**src/rtl/modn_updown_counter.sv**
```systemverilog
// ---------------------------------------------------------------------------
// modn_updown_counter
//   Modulo-MODULUS counter with up, down, bounce (triangle) and hold modes,
//   synchronous load with range clamping, and a combinational terminal-count
//   flag for cascading into the enable of a following stage.
//
// Parameters
//   WIDTH       counter width in bits
//   MODULUS     count range 0..MODULUS-1, 2 <= MODULUS <= 2**WIDTH
//
// Ports
//   clk         sole clock, rising edge
//   reset_n     asynchronous active-low reset (q=0, dir=0, load_err=0)
//   en          advance one step this cycle
//   load        synchronous load strobe, wins over en
//   load_value  value to load; values >= MODULUS clamp to MODULUS-1
//   mode        00 up, 01 down, 10 bounce, 11 hold
//   q           registered count
//   dir         registered direction, 0 = up, 1 = down
//   tc          combinational terminal count (en & !load & at turn/wrap point)
//   load_err    registered one-cycle pulse after a clamped load
// ---------------------------------------------------------------------------
module modn_updown_counter #(
    parameter int unsigned WIDTH   = 4,
    parameter int unsigned MODULUS = 10
) (
    input  logic             clk,
    input  logic             reset_n,
    input  logic             en,
    input  logic             load,
    input  logic [WIDTH-1:0] load_value,
    input  logic [1:0]       mode,
    output logic [WIDTH-1:0] q,
    output logic             dir,
    output logic             tc,
    output logic             load_err
);

    // Compare width has one spare bit so MODULUS == 2**WIDTH is representable.
    localparam int unsigned CMP_W = WIDTH + 1;

    localparam logic [WIDTH-1:0] MAX_Q     = WIDTH'(MODULUS - 1);
    localparam logic [WIDTH-1:0] BOUNCE_DN = WIDTH'(MODULUS - 2);
    localparam logic [WIDTH-1:0] ONE_Q     = WIDTH'(1);
    localparam logic [WIDTH-1:0] ZERO_Q    = '0;
    localparam logic [CMP_W-1:0] MOD_CMP   = CMP_W'(MODULUS);

    localparam logic [1:0] MODE_UP     = 2'b00;
    localparam logic [1:0] MODE_DOWN   = 2'b01;
    localparam logic [1:0] MODE_BOUNCE = 2'b10;
    localparam logic [1:0] MODE_HOLD   = 2'b11;

    // Refuse to elaborate with a modulus the counter cannot represent.
    if (MODULUS < 2 || MODULUS > (2 ** WIDTH)) begin : g_bad_modulus
        $error("modn_updown_counter: MODULUS out of range for WIDTH");
    end

    // Direction doubles as the bounce FSM state.
    typedef enum logic {
        DIR_UP   = 1'b0,
        DIR_DOWN = 1'b1
    } dir_e;

    logic [WIDTH-1:0] q_q, q_d;
    dir_e             dir_q, dir_d;
    logic             load_err_q, load_err_d;

    logic q_at_max;
    logic q_at_zero;
    logic load_in_range;

    assign q_at_max      = (q_q == MAX_Q);
    assign q_at_zero     = (q_q == ZERO_Q);
    assign load_in_range = ({1'b0, load_value} < MOD_CMP);

    // State register: count, direction and clamp pulse.
    always_ff @(posedge clk or negedge reset_n) begin
        if (!reset_n) begin
            q_q        <= ZERO_Q;
            dir_q      <= DIR_UP;
            load_err_q <= 1'b0;
        end else begin
            q_q        <= q_d;
            dir_q      <= dir_d;
            load_err_q <= load_err_d;
        end
    end

    // Next-state: load beats en; hold mode and en=0 keep q and dir.
    always_comb begin
        q_d        = q_q;
        dir_d      = dir_q;
        load_err_d = 1'b0;

        if (load) begin
            if (load_in_range) begin
                q_d = load_value;
            end else begin
                q_d        = MAX_Q;
                load_err_d = 1'b1;
            end
        end else if (en) begin
            case (mode)
                MODE_UP: begin
                    q_d   = q_at_max ? ZERO_Q : (q_q + ONE_Q);
                    dir_d = DIR_UP;
                end
                MODE_DOWN: begin
                    q_d   = q_at_zero ? MAX_Q : (q_q - ONE_Q);
                    dir_d = DIR_DOWN;
                end
                MODE_BOUNCE: begin
                    // Turn points reflect immediately so each endpoint lasts one step.
                    if (dir_q == DIR_UP) begin
                        if (q_at_max) begin
                            q_d   = BOUNCE_DN;
                            dir_d = DIR_DOWN;
                        end else begin
                            q_d = q_q + ONE_Q;
                        end
                    end else begin
                        if (q_at_zero) begin
                            q_d   = ONE_Q;
                            dir_d = DIR_UP;
                        end else begin
                            q_d = q_q - ONE_Q;
                        end
                    end
                end
                MODE_HOLD: begin
                    q_d   = q_q;
                    dir_d = dir_q;
                end
                default: begin
                    q_d   = q_q;
                    dir_d = dir_q;
                end
            endcase
        end
    end

    // Terminal count: purely from registered state plus en/load/mode.
    always_comb begin
        tc = 1'b0;
        if (en && !load) begin
            case (mode)
                MODE_UP:     tc = q_at_max;
                MODE_DOWN:   tc = q_at_zero;
                MODE_BOUNCE: tc = (dir_q == DIR_UP) ? q_at_max : q_at_zero;
                default:     tc = 1'b0;
            endcase
        end
    end

    assign q        = q_q;
    assign dir      = dir_q;
    assign load_err = load_err_q;

endmodule
```
**config.mk**
```make
export PLATFORM = sky130hd
export DESIGN_NAME = modn_updown_counter
export DESIGN_NICKNAME = d
export VERILOG_FILES = /design/src/rtl/modn_updown_counter.sv
export SDC_FILE = /design/constraint.sdc
export NUM_CORES = 1
export LEC_CHECK = 0
export BUFFER_PORTS_ARGS = -buffer_cell sky130_fd_sc_hd__clkbuf_2
export CAP_MARGIN = 25
export CORE_MARGIN = 2
export CORE_UTILIZATION = 55
export DETAILED_ROUTE_END_ITERATION = 12
export PLACE_DENSITY_LB_ADDON = 0.2
export SYNTH_ARGS = -nofsm -noshare
export SYNTH_HDL_FRONTEND = slang
export SYNTH_SLANG_ARGS = --single-unit
```
**constraint.sdc**
```tcl
create_clock -name clk -period 3.95 [get_ports clk]
set_input_delay 0.79 -clock clk [delete_from_list [all_inputs] [get_ports clk]]
set_output_delay 0.79 -clock clk [all_outputs]
set_load 0.05 [all_outputs]
```
-- After elaboration in Yosys (flattened, before gate mapping)
Index checks and enable logic that the tools add are counted.
- bits of input ports: 10
- register bits: 6
- logic and storage cells: 38
- $lt $le $gt $ge: 1
- equality and inequality tests: 5
- $add $sub $neg: 2
- bitwise logic cells: 2
- multiplexer cells: 18
- reductions and logical operators: 7
- operators by type and width (kind ; number):
    two-way mux 4 bit ; 8
    case mux 4 bit (3 select lines) ; 1
    two-way mux 1 bit ; 7
    case mux 1 bit (3 select lines) ; 2
    adder 4 x 1 -> 4 bit (second input constant) ; 1
    equality test 2 bit (second input constant) ; 2
    equality test 4 bit (second input constant) ; 1
    zero test 4 bit ; 1
    < comparator 4 bit (second input constant) ; 1
    subtractor 4 x 1 -> 4 bit (second input constant) ; 1
    AND reduction 3 bit ; 1
    equality test 2 x 1 -> 1 bit (second input constant) ; 1
    zero test 2 bit ; 1
    != test 2 bit (second input constant) ; 1
    NOT 1 bit ; 2
    AND reduction 2 bit ; 1
    nonzero test 2 bit ; 1
    logical AND 1 bit ; 1
    zero test 1 bit ; 1

-- Logic depth before layout (Yosys ltp)
Gate-level depths: netlist (run 1).
- word-level depth: 6
- depth in mapped cells: 7
- gate-level depth less buffers: 6

-- Worst setup path after synthesis (run 1)
Ideal clock, no wire load.
- kind: flip-flop to output port
- start: register q_q[0] (netlist: q[0])
- end: output tc
- required time: 3160 ps
- stages on the path, launching flop included: 8
- arrival time: 2676 ps
- slack: 484 ps
- cells stage by stage: dfrtp_1 -> buf_2 -> inv_2 -> ha_1 -> nor3b_2 -> mux2_2 -> a222oi_1 -> nor3_1
- word-level cells in the longest chain between the ends: 4
- RTL lines (element ; RTL line ; text):
    from (decl) ; 64 ; logic [WIDTH-1:0] q_q, q_d;
    from (signal assigned) ; 83 ; q_q <= q_d;
    equality test 4 bit / zero test 4 bit (equally long branches) ; 72, 73 ;
    two-way mux 1 bit ; 149 ; MODE_BOUNCE: tc = (dir_q == DIR_UP) ? q_at_max : q_at_zero;
    case mux 1 bit (3 select lines) (*) ; 146 ; case (mode)
    two-way mux 1 bit (*) ; 145 ; if (en && !load) begin
    to (decl) ; 35 ; output logic tc,
Mark *: on every way between the ends. The rest lies on a longest branch, timed or not.

-- Worst setup path after layout (run 1)
Ends and elaborated chain as after synthesis.

==> run metrics, run 1 <==
P_leak 0.3769 nW; drc violations 0; number of routed nets with antenna violations 0; Placer Congestion 0.8868; worst clock skew 0.01130 ns; Avg Synthesized Cell Area 8.303 um2; Crit. End Element output pin; total track usage 0.2446; antenna cells 0; Distinct cells, synth 42; most frequent cells after synthesis 8 x ha_1, 8 x inv_1, 7 x a21oi_1, 6 x dfrtp_1, 6 x nand2b_1; CTS sink count 6; post-synth top area share 0.2055; CTS Buf Count 3; met1 Track Usage GR 0.3110; DR WL/cell 15.01 um; Fmax 327.4 MHz; dpl ws 1.191 ns; Power Total 0.0002678 W; die height 40.45 um; CTS tree done; Routed Wire Length 1741 um; Setup violations, final 0; cells resized by post-CTS repair 0; minimum clock period 3.054 ns; Synth Instances 88; grt total ovfl 0; IO Count 17; max-slew violations 0; Tcrit/Tclk final 0.7732; Pre-antenna DRT Iters 5; ratio of cells with drive above 1 in the final layout 0.2277; number of setup buffers added after CTS 0; startpoint class of the critical path flop; Hold WC Path Type primary input to async pin; Clk Latency, worst-skew pair 0.26 ns; global-route wire length before repair 2546 um; port bufs 16; DRT iter0 DRCs 56; Vias 755; worst vdd ir 0.2075 mV; share of flip-flops with an asynchronous set or reset 1.000; unrepaired setup endpoints after global routing no; Max FO, Critical Path 12; leading area contributor after synthesis dfrtp_1; Via-to-Cell Ratio 6.509; outcome completed; Clock Tree Buf Depth 2; Setup TNS 0 ns; Yosys reg bits 6; hpwl dp 1309 um; slew margin rel. 0.7059; synthesized area 730.7 um2; final core occ 0.6440; Final Hold Vio Count 0; Post-synth EDFFs 0; Area growth, synth to finish 11.82%; busiest grt layer met2; Placeable Area 1269 um2; vias in the first global route 563; PwrDens 327.8 nW/um2; root buffer cell clkbuf_4; Final WS setup 0.8957 ns; YS warnings 0; Net Count, Synth 106; Placement Rows 13; actual slew at the worst max-slew pin 0.4412 ns; initial antenna violation count 0; layout net count 121; global-route met2 utilization 0.3690; WS Path Type flop to output pin; GR Layer Usage met3 0.08333; CP arrival 2.26 ns; max cap viols 0; Post-synth top flop dfrtp_1; sequential-to-total area share from yosys stat 0.2055; die width 40.45 um; H-tree level count 1; Area contributors post-synth dfrtp_1 21%, ha_1 14%, nand2b_1 5.1%; Initial Utilization 0.5759; CTS clk-pin slew, worst paths 0.05 ns; Crit path required time 3.16 ns; hold buffers post-CTS 0; largest net degree at the start of global routing 16; die area 1636 um2
sequential cells by signal, summed over array words and instances (netlist names):
name      flops
dir           1
q             4
load_err      1
routing by layer:
metal	wire length (um)	up-vias
met3	139	6
met4	48	0
li1	-	358
met2	822	47
met5	0	-
met1	730	344
layout make-up:
| class | count | area [um2] |
|---|---|---|
| Clock buffer | 3 | 22.52 |
| Inverter | 9 | 33.78 |
| Fill cell | 112 | 451.7 |
| Multi-Input combinational cell | 67 | 511.7 |
| Sequential cell | 6 | 150.1 |
| Tap cell | 15 | 18.77 |
| Timing Repair Buffer | 16 | 80.08 |
per-stage QoR:
stage	area (um2)	hold WS (ns)	instances
floorplan	730.7	0.4944	88
CTS	817.0	0.3401	116
global route	817.0	0.3474	116
finish	817.0	0.3477	116
global placement	794.5	0.6204	113
detailed placement	794.5	0.6242	113
where the power goes:
| part | switching [W] | total [W] | internal (W) |
|---|---|---|---|
| Combinational | 0.0000741 | 0.000118 | 0.0000435 |
| Sequential | 0.0000212 | 0.0000899 | 0.0000687 |
| Clock | 0.0000257 | 0.0000603 | 0.0000346 |
| Total | 0.000121 | 0.000268 | 0.000147 |
layout by cell type (no fill, tap or decap), types with 2 or more instances in the layout:
cell type / Yosys / final
clkbuf_2: 0 / 16
inv_1: 8 / 8
ha_1: 8 / 8
a21oi_1: 7 / 7
nand2b_1: 6 / 6
dfrtp_1: 6 / 6
o21ai_0: 4 / 4
nand2_1: 3 / 3
nor2_1: 3 / 3
nor4_1: 3 / 3
clkbuf_4: 0 / 3
nor2b_1: 2 / 2
a22oi_1: 2 / 2
o41ai_1: 2 / 2
o22ai_1: 2 / 2
kinds of logic (layout without fill, tap and decap cells):
kind of cell	count (synthesis)	in the layout	share of synthesized area
compound gates	29	29	0.2774
fa+ha+maj	8	8	0.1370
buf+inv	15	28	0.09417
flops	6	6	0.2055
mux	2	2	0.02911
simple gates	28	28	0.2569
critical path: stages (launching register included):
cell and delay, ns:
dfrtp_1 0.51, inv_2 0.17, ha_1 0.21, nor3b_2 0.37
mux2_2 0.23, a222oi_1 0.05, nor3_1 0.15, clkbuf_2 0.30
path summary, 6_finish.rpt:
check                      cells past startpoint    to  slack, ns  startpoint
setup / recovery                               7    tc       0.90        q[0]
hold / removal                                 1  q[1]       0.35     reset_n
setup reg to reg                               6  q[2]       1.93        q[0]
hold reg to reg                                2   dir       0.74         dir
max in group asynchronous                      1   dir       3.43     reset_n
min in group clk                               2   dir       0.74         dir
No activity file was read; power rests on OpenSTA's default activity.
==> inputs of run 2 (changes only) <==
--- a/config.mk
+++ b/config.mk
@@ -8,7 +8,7 @@
 export BUFFER_PORTS_ARGS = -buffer_cell sky130_fd_sc_hd__clkbuf_2
 export CAP_MARGIN = 25
 export CORE_MARGIN = 2
-export CORE_UTILIZATION = 55
+export CORE_UTILIZATION = 52
 export DETAILED_ROUTE_END_ITERATION = 12
 export PLACE_DENSITY_LB_ADDON = 0.2
 export SYNTH_ARGS = -nofsm -noshare
==> constraint.sdc (replaced) <==
create_clock -name clk -period 2.96 [get_ports clk]
set_input_delay 0.592 -clock clk [delete_from_list [all_inputs] [get_ports clk]]
set_output_delay 0.592 -clock clk [all_outputs]
set_load 0.05 [all_outputs]
==> run metrics, run 2 (synthesis results as in run 1) <==
outcome completed; WS Path Type flop to output pin; initial antenna violation count 0; Gate power share 0.457; NetSw 0.0001658 W; CTS tree done; drc violations 0; global-route wire length before repair 3098 um; CTS Buf Count 3; max cap viols 0; DRT iter0 DRCs 37; hold buffers post-CTS 0; cells resized by post-CTS repair 0; Crit. End Element output pin; Switching Fraction 0.4553; worst clock skew 0.006488 ns; Clock Tree Buf Depth 2; Placer Congestion 0.9059; most frequent cells in the layout 16 x clkbuf_2, 8 x inv_1, 8 x ha_1, 7 x a21oi_1; Hold WC Path Type primary input to async pin; CTS clk-pin slew, worst paths 0.05 ns; commonest non-fill, non-tap cell in the layout clkbuf_2; Max FO, Critical Path 12; Routed Wire Length 1873 um; actual slew at the worst max-slew pin 0.4548 ns; H-tree level count 1; Area growth, synth to finish 13.53%; IO Count 17; minimum clock period 2.794 ns; Initial Utilization 0.5615; slew margin rel. 0.6968; die height 41.49 um; ratio of cells with drive above 1 in the final layout 0.2451; Final Hold Vio Count 0; Setup TNS 0 ns; port bufs 16; sequential share of power 0.324; P_leak 0.3829 nW; number of setup buffers added after CTS 0; vias in the first global route 684; root buffer cell clkbuf_4; number of routed nets with antenna violations 0; Fmax 357.9 MHz; clock share of power 0.219; Pre-antenna DRT Iters 5; grt total ovfl 0; Power Internal 0.0001984 W; Power Total 0.0003642 W; DR WL/cell 16.01 um; Tcrit/Tclk final 0.9440; total track usage 0.2387; unrepaired setup endpoints after global routing no; CTS sink count 6; startpoint class of the critical path flop; die area 1721 um2; hpwl dp 1420 um; max FFs per register 4; die width 41.49 um; Setup violations, final 0; PwrDens 439.0 nW/um2; layout net count 122; Clk Latency, worst-skew pair 0.26 ns; max-slew violations 0; Placement Rows 13; Vias 781; CP arrival 2.20 ns; Via-to-Cell Ratio 6.675; largest net degree at the start of global routing 16; antenna cells 0; final core occ 0.6375; reg-to-reg slack, setup 1.06 ns; Placeable Area 1301 um2; worst vdd ir 0.2289 mV; Crit path required time 2.37 ns
[run 2: changes by cell type in the layout (fill, tap and decap cells not counted)]
cell / before / now
nor3_2: 0 / 1
nor3_1: 1 / 0
buf_4: 0 / 1
[run 2: area by class of cell]
| type | instances | area [um2] |
|---|---|---|
| clock buffers | 3 | 22.52 |
| fillers | 116 | 471.7 |
| inverters | 9 | 33.78 |
| multi-input cells | 67 | 516.7 |
| flip-flops and latches | 6 | 150.1 |
| well taps | 15 | 18.77 |
| repair buffers | 17 | 87.58 |
[run 2: metrics by stage]
stage / hold WS, ns / cell area (um2) / instances / worst slack [ns]
detailed placement: 0.4333 / 807.0 / 114 / 0.4415
floorplan: 0.2964 / 735.7 / 88 / 0.1163
finish: 0.1553 / 829.5 / 117 / 0.1658
global placement: 0.4254 / 807.0 / 114 / 0.4905
global route: 0.1649 / 829.5 / 117 / 0.04228
CTS: 0.1614 / 829.5 / 117 / 0.1666
[run 2: worst max-delay path: stages (launching register included)]
cell and delay, ns:
dfrtp_1 0.53, inv_2 0.12, ha_1 0.25, nor3b_2 0.20, mux2_2 0.29, a222oi_1 0.26, nor3_2 0.06, clkbuf_2 0.24
[run 2: layer usage]
metal | GRT usage | share of wire | up-vias
li1 | - | - | 365
met1 | 0.2803 | 0.39 | 354
met2 | 0.3844 | 0.49 | 53
met3 | 0.05652 | 0.083 | 9
met4 | 0.1548 | 0.037 | 0
met5 | 0 | 0 | -
[run 2: path summary, 6_finish.rpt]
path                       cells after the start        to     startpoint
min reg2reg                                    2       dir            dir
min                                            1      q[1]        reset_n
min in group clk                               2      q[1]  load_value[3]
max reg2reg                                    6      q[2]           q[0]
max in group asynchronous                      1  load_err        reset_n
max                                            7        tc           q[0]
[run 2: power groups by stage]
| stage | registers, W | logic [W] | clock network (W) |
|---|---|---|---|
| 2_1_floorplan | 0.000137 | 0.000106 | 0 |
| 3_3_place_gp | 0.000117 | 0.000161 | 0 |
| 3_5_place_dp | 0.000118 | 0.000164 | 0 |
| 4_1_cts | 0.000117 | 0.000165 | 0.0000813 |
| 5_1_grt | 0.000120 | 0.000180 | 0.0000854 |
| 6_report | 0.000118 | 0.000167 | 0.0000798 |
==> inputs of run 3 (changes only) <==
--- a/config.mk
+++ b/config.mk
@@ -10,7 +10,7 @@
 export CORE_MARGIN = 2
 export CORE_UTILIZATION = 52
 export DETAILED_ROUTE_END_ITERATION = 12
-export PLACE_DENSITY_LB_ADDON = 0.2
+export PLACE_DENSITY = 0.76
 export SYNTH_ARGS = -nofsm -noshare
 export SYNTH_HDL_FRONTEND = slang
 export SYNTH_SLANG_ARGS = --single-unit
==> run metrics, run 3 (synthesis results as in run 1) <==
outcome completed; Final WS setup 0.1438 ns; max cap viols 0; vias in the first global route 677; Clk Latency, worst-skew pair 0.25 ns; Final Cell Area 837.1 um2; CTS tree done; peak per-stage delay on the critical path 0.54 ns; max FFs per register 4; drc violations 0; Setup violations, final 0; Area growth, synth to finish 14.55%; crit-path leading delay family flip-flops; P_leak 0.3878 nW; CTS Buf Count 3; Pre-antenna DRT Iters 4; commonest non-fill, non-tap cell in the layout clkbuf_2; Vias 769; die area 1721 um2; root buffer cell clkbuf_4; worst clock skew 0.001804 ns; max-slew violations 0; CP max stage cell dfrtp_1; WS Path Type flop to output pin; Via-to-Cell Ratio 6.517; Fmax 355.1 MHz; largest net degree at the start of global routing 15; startpoint class of the critical path flop; Max FO, Critical Path 12; H-tree level count 1; Final Hold Vio Count 0; hpwl dp 1333 um; final core occ 0.6433; Tcrit/Tclk final 0.9514; CTS clk-pin slew, worst paths 0.05 ns; dpl ws 0.4225 ns; Hold WC Path Type primary input to async pin; PwrDens 433.3 nW/um2; port bufs 16; die height 41.49 um; number of setup buffers added after CTS 0; Routed Wire Length 1763 um; Placer Congestion 0.9274; IO Count 17; most frequent cells in the layout 16 x clkbuf_2, 8 x inv_1, 8 x ha_1, 7 x a21oi_1; CTS sink count 6; Crit. End Element output pin; Buffers & Inverters on Critical Path 2; antenna cells 0; Placement Rows 13; Initial Utilization 0.5615; ratio of cells with drive above 1 in the final layout 0.2524; Placeable Area 1301 um2; Placed Area 814.5 um2; CP arrival 2.22 ns; global-route wire length before repair 2898 um; Crit path required time 2.37 ns; total track usage 0.2129; minimum clock period 2.816 ns; grt total ovfl 0; cells resized by post-CTS repair 0; unrepaired setup endpoints after global routing no; DRT iter0 DRCs 22; reg-to-reg slack, setup 1.05 ns; worst vdd ir 0.2537 mV; number of routed nets with antenna violations 0; hold buffers post-CTS 0; initial antenna violation count 0; Clock Tree Buf Depth 2; layout net count 123; DR WL/cell 14.94 um; critical path cell sequence inv_2 > ha_1 > nor3b_2 > mux2_2 > a222oi_1 > nor3_2 > clkbuf_2; die width 41.49 um; actual slew at the worst max-slew pin 0.4071 ns; Setup TNS 0 ns; slew margin rel. 0.7286
run 3: cell type report:
class	instances	area, um2
inverters	9	33.78
repair buffers	18	95.09
well taps	15	18.77
multi-input cells	67	516.7
clock buffers	3	22.52
fillers	117	464.2
flip-flops and latches	6	150.1
run 3: worst paths after layout:
| check | start | to | cells past startpoint |
|---|---|---|---|
| setup / recovery | q[0] | tc | 7 |
| hold / removal | reset_n | q[2] | 1 |
| setup reg to reg | q[0] | q[0] | 6 |
| hold reg to reg | dir | dir | 2 |
| max in group asynchronous | reset_n | dir | 1 |
| min in group clk | load_value[3] | q[1] | 2 |
run 3: where the power goes:
part	switching [W]	internal (W)
sequential	0.0000209	0.0000917
combinational	0.000109	0.0000620
clock	0.0000333	0.0000461
total	0.000163	0.000200
run 3: per-stage QoR:
stage / instances / hold WS (ns) / power [W]
floorplan: 88 / 0.2964 / 0.0002426
global placement: 115 / 0.4245 / 0.0002816
detailed placement: 115 / 0.4326 / 0.0002823
CTS: 118 / 0.1702 / 0.0003612
global route: 118 / 0.1683 / 0.0003885
finish: 118 / 0.1627 / 0.0003627
run 3: per-layer routing:
layer  wire length (um)  GRT usage
met5                  0          0
met4                 60     0.1032
met3                143    0.06087
met2                817     0.3438
met1                741     0.2575
